[config.mk]
export PLATFORM = sky130hd
export DESIGN_NAME = adder_seq_ctrl
export DESIGN_NICKNAME = d
export VERILOG_FILES = /design/src/rtl/adder_seq_ctrl_pkg.sv /design/src/rtl/adder_cla.sv /design/src/rtl/adder_seq_ctrl.sv
export SDC_FILE = /design/constraint.sdc
export NUM_CORES = 1
export LEC_CHECK = 0
export CAP_MARGIN = 30
export CORE_ASPECT_RATIO = 0.7
export CORE_MARGIN = 5
export CORE_UTILIZATION = 33
export CTS_CLUSTER_SIZE = 20
export DETAILED_ROUTE_END_ITERATION = 6
export HOLD_SLACK_MARGIN = 0.1
export PLACE_DENSITY_LB_ADDON = 0.3
export SYNTH_ARGS = -nofsm -noshare
export SYNTH_HDL_FRONTEND = slang
export SYNTH_SLANG_ARGS = --single-unit
[constraint.sdc]
create_clock -name clk -period 2.8 [get_ports clk]
set_input_delay 0.42 -clock clk [delete_from_list [all_inputs] [get_ports clk]]
set_output_delay 0.42 -clock clk [all_outputs]
set_load 0.005 [all_outputs]
[src/rtl/adder_seq_ctrl_pkg.sv]
// Shared definitions for the sequenced slice adder: controller state encoding
// and the slice-index width helper.
package adder_seq_ctrl_pkg;

  typedef enum logic [1:0] {
    S_IDLE = 2'd0,
    S_RUN  = 2'd1,
    S_DONE = 2'd2
  } state_t;

  // Slice index needs at least one bit even when there is a single slice.
  function automatic int idx_width(input int m);
    return (m > 1) ? $clog2(m) : 1;
  endfunction

endpackage

[src/rtl/adder_cla.sv]
// N-bit carry-lookahead adder slice; purely combinational.
module adder_cla #(
  parameter int N = 4
) (
  input  logic [N-1:0] i_a,
  input  logic [N-1:0] i_b,
  input  logic         i_ci,
  output logic [N-1:0] o_s,
  output logic         o_co
);

  logic [N-1:0] w_g;
  logic [N-1:0] w_p;
  logic [N:0]   w_c;

  assign w_g = i_a & i_b;
  assign w_p = i_a ^ i_b;

  always_comb begin
    w_c    = '0;
    w_c[0] = i_ci;
    for (int i = 0; i < N; i++) begin
      w_c[i+1] = w_g[i] | (w_p[i] & w_c[i]);
    end
  end

  assign o_s  = w_p ^ w_c[N-1:0];
  assign o_co = w_c[N];

endmodule

[src/rtl/adder_seq_ctrl.sv]
// Wide add/subtract computed one N-bit slice per clock through a shared adder_cla,
// LSB slice first; valid/ready on both sides, result held in DONE until taken.
module adder_seq_ctrl
  import adder_seq_ctrl_pkg::*;
#(
  parameter int N = 4,
  parameter int M = 4
) (
  input  logic             clk,
  input  logic             rst,
  input  logic             in_valid,
  output logic             in_ready,
  input  logic [N*M-1:0]   in_a,
  input  logic [N*M-1:0]   in_b,
  input  logic             in_sub,
  input  logic             in_ci,
  output logic             out_valid,
  input  logic             out_ready,
  output logic [N*M-1:0]   out_s,
  output logic             out_co,
  output logic             busy
);

  localparam int W  = N * M;
  localparam int IW = idx_width(M);
  localparam logic [IW-1:0] LAST = IW'(M - 1);

  state_t        r_state;
  state_t        w_next;
  logic [W-1:0]  r_a;
  logic [W-1:0]  r_b;
  logic [W-1:0]  r_s;
  logic          r_co;
  logic          r_carry;
  logic [IW-1:0] r_idx;

  logic [N-1:0]  w_a_sl;
  logic [N-1:0]  w_b_sl;
  logic [N-1:0]  w_sum;
  logic          w_co;

  assign w_a_sl = r_a[r_idx*N +: N];
  assign w_b_sl = r_b[r_idx*N +: N];

  adder_cla #(.N(N)) u_slice (
    .i_a  (w_a_sl),
    .i_b  (w_b_sl),
    .i_ci (r_carry),
    .o_s  (w_sum),
    .o_co (w_co)
  );

  always_ff @(posedge clk) begin
    if (rst) r_state <= S_IDLE;
    else     r_state <= w_next;
  end

  always_comb begin
    w_next    = r_state;
    in_ready  = 1'b0;
    out_valid = 1'b0;
    busy      = 1'b0;
    case (r_state)
      S_IDLE: begin
        in_ready = 1'b1;
        if (in_valid) w_next = S_RUN;
      end
      S_RUN: begin
        busy = 1'b1;
        if (r_idx == LAST) w_next = S_DONE;
      end
      S_DONE: begin
        busy      = 1'b1;
        out_valid = 1'b1;
        if (out_ready) w_next = S_IDLE;
      end
      default: w_next = S_IDLE;
    endcase
  end

  // Subtraction is A + ~B + ~borrow, so B and the carry are conditioned once at accept.
  always_ff @(posedge clk) begin
    if (rst) begin
      r_a     <= '0;
      r_b     <= '0;
      r_s     <= '0;
      r_co    <= 1'b0;
      r_carry <= 1'b0;
      r_idx   <= '0;
    end else begin
      case (r_state)
        S_IDLE: begin
          if (in_valid) begin
            r_a     <= in_a;
            r_b     <= in_sub ? ~in_b : in_b;
            r_carry <= in_ci ^ in_sub;
            r_idx   <= '0;
          end
        end
        S_RUN: begin
          r_s[r_idx*N +: N] <= w_sum;
          r_carry           <= w_co;
          if (r_idx == LAST) begin
            r_co  <= w_co;
            r_idx <= '0;
          end else begin
            r_idx <= r_idx + 1'b1;
          end
        end
        default: ;
      endcase
    end
  end

  assign out_s  = r_s;
  assign out_co = r_co;

endmodule

== Word level (Yosys, flattened, before mapping) ==
Cells that the tools add are included.
Word-level totals
  register bits: 54
  output and inout bits: 20
Cells by class
  $add $sub $neg: 2
  equal/unequal tests: 6
  shift-type cells: 4
  multiplexer cells: 14
  bitwise operators: 13
  reductions and logical operators: 7
Operators by type and width (count)
  negator 4 -> 34 bit: 1
  variable shift 4 x 34 -> 16 bit, first input constant: 1
  variable part select 4 x 34 -> 16 bit: 1
  variable part select 16 x 5 -> 4 bit: 2
  bitwise mux 16 bit: 1
  2-to-1 mux 16 bit: 1
  inverter 16 bit: 1
  2-to-1 mux 2 bit: 5
  bitwise XOR 4 bit: 2
  inequality test 2 bit, second input constant: 3
  one-hot mux 2 bit (3 select lines): 1
  AND reduction 2 bit: 3
  bitwise AND 1 bit: 4
  bitwise AND 4 bit: 1
  == test 2 bit, second input constant: 2
  2-to-1 mux 1 bit: 4
  bitwise OR 1 bit: 4
  one-hot mux 2 bit (2 select lines): 1
  AND reduction 3 bit: 1
  adder 2 x 1 -> 2 bit, second input constant: 1
  == test 2 x 1 -> 1 bit, second input constant: 1
  logical NOT 2 bit: 1
  one-hot mux 1 bit (2 select lines): 1
  nonzero test 2 bit: 1
  2 further kinds: 2

== Depth between registers and ports, before layout ==
  depth after elaboration: 11
  mapped depth: 12

== Cells and area by module ==
Synthesis repeated with hierarchy kept, for this count alone.
Unflattened totals
  cells, all modules: 278
  area total of the unflattened synthesis: 2641.3 um^2
By module, submodules not included
  adder_seq_ctrl: instances 1, cells an instance 264, area each 2523.7 um^2, sequential area each 1081.0 um^2
  adder_cla: instances 1, cells an instance 14, area each 117.6 um^2, sequential area each 0.0 um^2

== Worst setup path before layout ==
No wires, ideal clock.
  path type: register to register
  start: register r_idx[0]
  end: register r_carry
  arrival time: 2.837 ns
  slack: -0.165 ns
  stages on the path, launching flop included: 13
  buffers on the path: 2
  cells stage by stage: dfxtp_1 > buf_4 > buf_4 > mux4_2 > fa_1 > inv_1 > fa_1 > fa_1 > inv_1 > fa_1 > mux2_2 > o32ai_1 > nor3_1
On the way
  longest elaborated chain between the ends: 11
  elaborated cells between the ends (all ways): 13
  those cells by class: shift: 2; mux: 1; bitwise: 10
Ends and longest elaborated chain
  from (decl): line adder_seq_ctrl.sv:35  | logic [IW-1:0] r_idx;
  from (signal assigned): line adder_seq_ctrl.sv:107  | r_idx <= r_idx + 1'b1;
  variable part select 16 x 5 -> 4 bit, on equally long branches: line adder_seq_ctrl.sv:42, adder_seq_ctrl.sv:43
  bitwise XOR 4 bit: line adder_cla.sv:17  | assign w_p = i_a ^ i_b;
  bitwise AND 1 bit: line adder_cla.sv:23  | w_c[i+1] = w_g[i] | (w_p[i] & w_c[i]);
  bitwise OR 1 bit: line adder_cla.sv:23
  bitwise AND 1 bit: line adder_cla.sv:23
  bitwise OR 1 bit: line adder_cla.sv:23
  bitwise AND 1 bit: line adder_cla.sv:23
  bitwise OR 1 bit: line adder_cla.sv:23
  bitwise AND 1 bit: line adder_cla.sv:23
  bitwise OR 1 bit *: line adder_cla.sv:23
  net u_slice.o_co: line adder_cla.sv:9  | output logic o_co
  one-hot mux 1 bit (2 select lines) *: line adder_seq_ctrl.sv:91  | case (r_state)
  to (signal assigned): line adder_seq_ctrl.sv:96  | r_carry <= in_ci ^ in_sub;
  to (signal assigned): line adder_seq_ctrl.sv:102  | r_carry <= w_co;
  to (decl): line adder_seq_ctrl.sv:34  | logic r_carry;
The timed path passes the listed nets; every way through them passes the cells marked *.
A chain may end at the register's enable or synchronous reset.

== Final worst setup path ==
Ends and elaborated chain as after synthesis.

==> results.tsv <==
stage	metric	value	unit
worst_setup_path	r2r endpoint	r_carry$_SDFFE_PP0P_	
cells_and_area	Non-Filler Instances	443	
global_routing	Total GRT Usage	12.63	%
worst_setup_path	internal reg-to-reg setup slack	90	ps
clock_network	CTS root buf	clkbuf_16	
die	Die W	116.7	µm
yosys	Syn Nets	340	
cells_and_area	final net count	392	
yosys	Synth warnings	0	
timing	Final period util	96.82	%
timing	Layout Skew	3.175	ps
die	Die Ht	84.66	µm
yosys	Syn Std Cell Area	2628	µm²
die	Core Rows	27	
power_and_ir_drop	PwrDens	797.8	nW/µm²
worst_setup_path	cell mode on critical path	fa_2	
timing	relative slew slack	53.29	%
die	Core Box Area	7804	µm²
placed_design	placed cells	435	
global_routing	vias in the first global route	2135	
die	Initial Util	33.67	%
worst_setup_path	Worst EP arrival	2860	ps
clock_network	H-tree depth	2	
global_routing	largest net degree at the start of global routing	49	
min_path	Worst Hold Class	reg2reg	
cells_and_area	share of cells above drive strength 1	8.187	%
yosys	post-synthesis sequential area ratio	41.14	%
worst_setup_path	Reg2Reg Depth	10	
min_path	Hold Crit Start	out_s[5]$_SDFFE_PP0P_	
placed_design	post-placement setup slack	103.0	ps
worst_setup_path	CP required	2950	ps
timing	Max Fclk	368.9	MHz
cells_and_area	Util after Layout	44.70	%
min_path	Hold Path Sink	out_s[5]$_SDFFE_PP0P_	
cells_and_area	n_diodes	0	
timing	RSZ-0062 raised after global routing	false	
yosys	ys async rst share	0	%
routing	routed vias	2141	
cells_and_area	most common cell after layout, fill and taps aside	clkdlybuf4s50_1	
clock_network	Bufs on Longest Clock Path	2	
routing	antenna-violating nets left	0	
run	max capacitance violation total	0	
global_routing	GR peak layer	met2	
global_routing	met3 usage	3.458	%
worst_setup_path	Critical Path End Type	flop	
yosys	post-synthesis cell type count	33	
clock_network	Setup Buffers After CTS	0	
worst_setup_path	Slowest-stage cell, CP	mux4_2	
placed_design	GPL Wtd Cong	0.7355	
power_and_ir_drop	Leakage Power	0.001254	µW
timing	Hold Vio Cnt, Final	0	
die	Die ar.	9875	µm²
worst_setup_path	crit path launch type	flop	
routing	routed wire length per instance	13.63	µm
cells_and_area	Synth-to-Final Area Change	32.76	%
timing	Fin Setup TNS	0	ps
worst_setup_path	CP peak stage delay	530	ps
clock_network	CTS Buf Count	5	
worst_setup_path	crit-path cells	mux4_2, fa_2, inv_2, fa_2, fa_1, inv_1, fa_2, mux2_2, o32ai_1, nor3_1	
clock_network	TritonCTS clock tree	yes	
yosys	Synth Instances	289	
cells_and_area	fill cell count	761	
global_routing	initial antenna violation count	0	
cells_and_area	commonest cells after routing, fill and taps aside	56 x clkdlybuf4s50_1, 53 x nand2_1, 53 x dfxtp_1	
die	IO Pins	58	
yosys	Yosys reg bits	54	
timing	fin crit period	2711	ps
global_routing	GR Overflow Total	0	
routing	DRC	0	
timing	Min Hold Slack	452.5	ps
worst_setup_path	FF-to-FF Start	r_idx[0]$_SDFFE_PP0P_	
global_routing	first-pass GRT wire length	10.14	mm
clock_network	CTS resizes	0	
clock_network	Hold-fix buffers, CTS	0	
global_routing	grt met2 use	19.57	%
placed_design	PortBufs	57	
clock_network	Clock Latency Late Sink	290	ps
routing	number of DRC markers in iteration 0	90	
routing	vias per inst	4.833	
timing	Least-Margin Pin Slew	700.7	ps
placed_design	Final HPWL DP	4.551	mm
yosys	top_reg_cell synth	dfxtp_1	
outcome	outcome	completed	
yosys	Mean Syn Cell Area	9.092	µm²
timing	final setup fails	0	
routing	drt first pass iters	5	
routing	final WL	6.039	mm
timing	Final Slew Violations	0	
global_routing	met1 global-route usage	18.23	%
min_path	hold path cells	2	
yosys	EDFF count, synth	0	
clock_network	Reg clk slew, reported paths	70	ps
clock_network	Sink Count	54	
worst_setup_path	Crit Path Max Fanout	4	
power_and_ir_drop	worst vdd ir	422.8	µV
timing	post-route setup slack	88.96	ps
worst_setup_path	critical path type	reg2reg	
## state kept, by name, indices dropped and copies added (netlist names)
signal / count
r_idx: 2
r_a: 16
r_carry: 1
out_co: 1
r_b: 16
r_state: 2
out_s: 16
## report_power, final
part	total [µW]	internal (µW)	leakage [µW]	switching, µW
clock	788	514	0.0000940	274
combinational	1000	458	0.000718	545
sequential	993	908	0.000443	85.1
total	2780	1880	0.00125	904
## synth_stat cells (3+ instances only)
| master | n | area [µm²] |
|---|---|---|
| buf_2 | 6 | 30.03 |
| inv_1 | 15 | 56.30 |
| mux4_1 | 4 | 105.1 |
| fa_1 | 4 | 80.08 |
| a211oi_1 | 16 | 120.1 |
| nor2b_1 | 3 | 18.77 |
| a32oi_1 | 5 | 43.79 |
| or3_1 | 4 | 25.02 |
| clkbuf_1 | 11 | 41.29 |
| nand4_1 | 8 | 50.05 |
| mux4_2 | 4 | 90.09 |
| nand2b_1 | 4 | 25.02 |
| a21oi_1 | 32 | 160.2 |
| nor2_1 | 20 | 75.07 |
| xnor2_1 | 16 | 140.1 |
| ha_1 | 9 | 112.6 |
| dfxtp_1 | 54 | 1081 |
| nand2_1 | 53 | 198.9 |
## worst max path at each step
stage	cells after the start	end	start	slack [ps]
floorplan	12	r_carry$_SDFFE_PP0P_	r_idx[0]$_SDFFE_PP0P_	10
global placement	10	r_carry$_SDFFE_PP0P_	r_idx[0]$_SDFFE_PP0P_	170
detailed placement	10	r_carry$_SDFFE_PP0P_	r_idx[0]$_SDFFE_PP0P_	100
CTS	10	r_carry$_SDFFE_PP0P_	r_idx[0]$_SDFFE_PP0P_	90
global route	10	r_carry$_SDFFE_PP0P_	r_idx[0]$_SDFFE_PP0P_	8
finish	10	r_carry$_SDFFE_PP0P_	r_idx[0]$_SDFFE_PP0P_	90
## cells by family after synthesis
group,count (synthesis),share of synthesized area [%]
AOI/OAI and AO/OA,57,13.67
muxes,12,9.048
DFF,54,41.14
buffers and inverters,35,5.714
and+or+nand+nor,101,17.43
xor gates and xnor gates,17,5.667
adders and majority gates,13,7.334
## per-stage QoR
step | power [µW] | cell area, µm²
2_1_floorplan | 1688 | 2644
3_3_place_gp | 1998 | 3294
3_5_place_dp | 2019 | 3294
4_1_cts | 2812 | 3488
5_1_grt | 2968 | 3488
6_report | 2783 | 3488
## layout make-up
class	count	area (µm²)	area share, %
Clock inverter	3	68.82	1.973
Inverter	15	56.30	1.614
Tap cell	101	126.4	3.623
Timing Repair Buffer	65	625.6	17.93
Multi-Input combinational cell	200	1404	40.24
Clock buffer	5	125.1	3.587
Sequential cell	54	1082	31.03
## worst max-delay path: cells and delay by family (launching register included)
family	cells	cell delay, ps
and+or+nand+nor	1	70
adders and majority gates	4	1060
muxes	2	810
DFF	1	380
buffers and inverters	2	120
AOI/OAI and AO/OA	1	130
## routing by layer
layer  vias up  wire length, µm
met1       995             2900
li1       1101                -
met2        45             2803
met4         0                0
met5         -                0
met3         0              335
(Power assumes the default switching activity.)
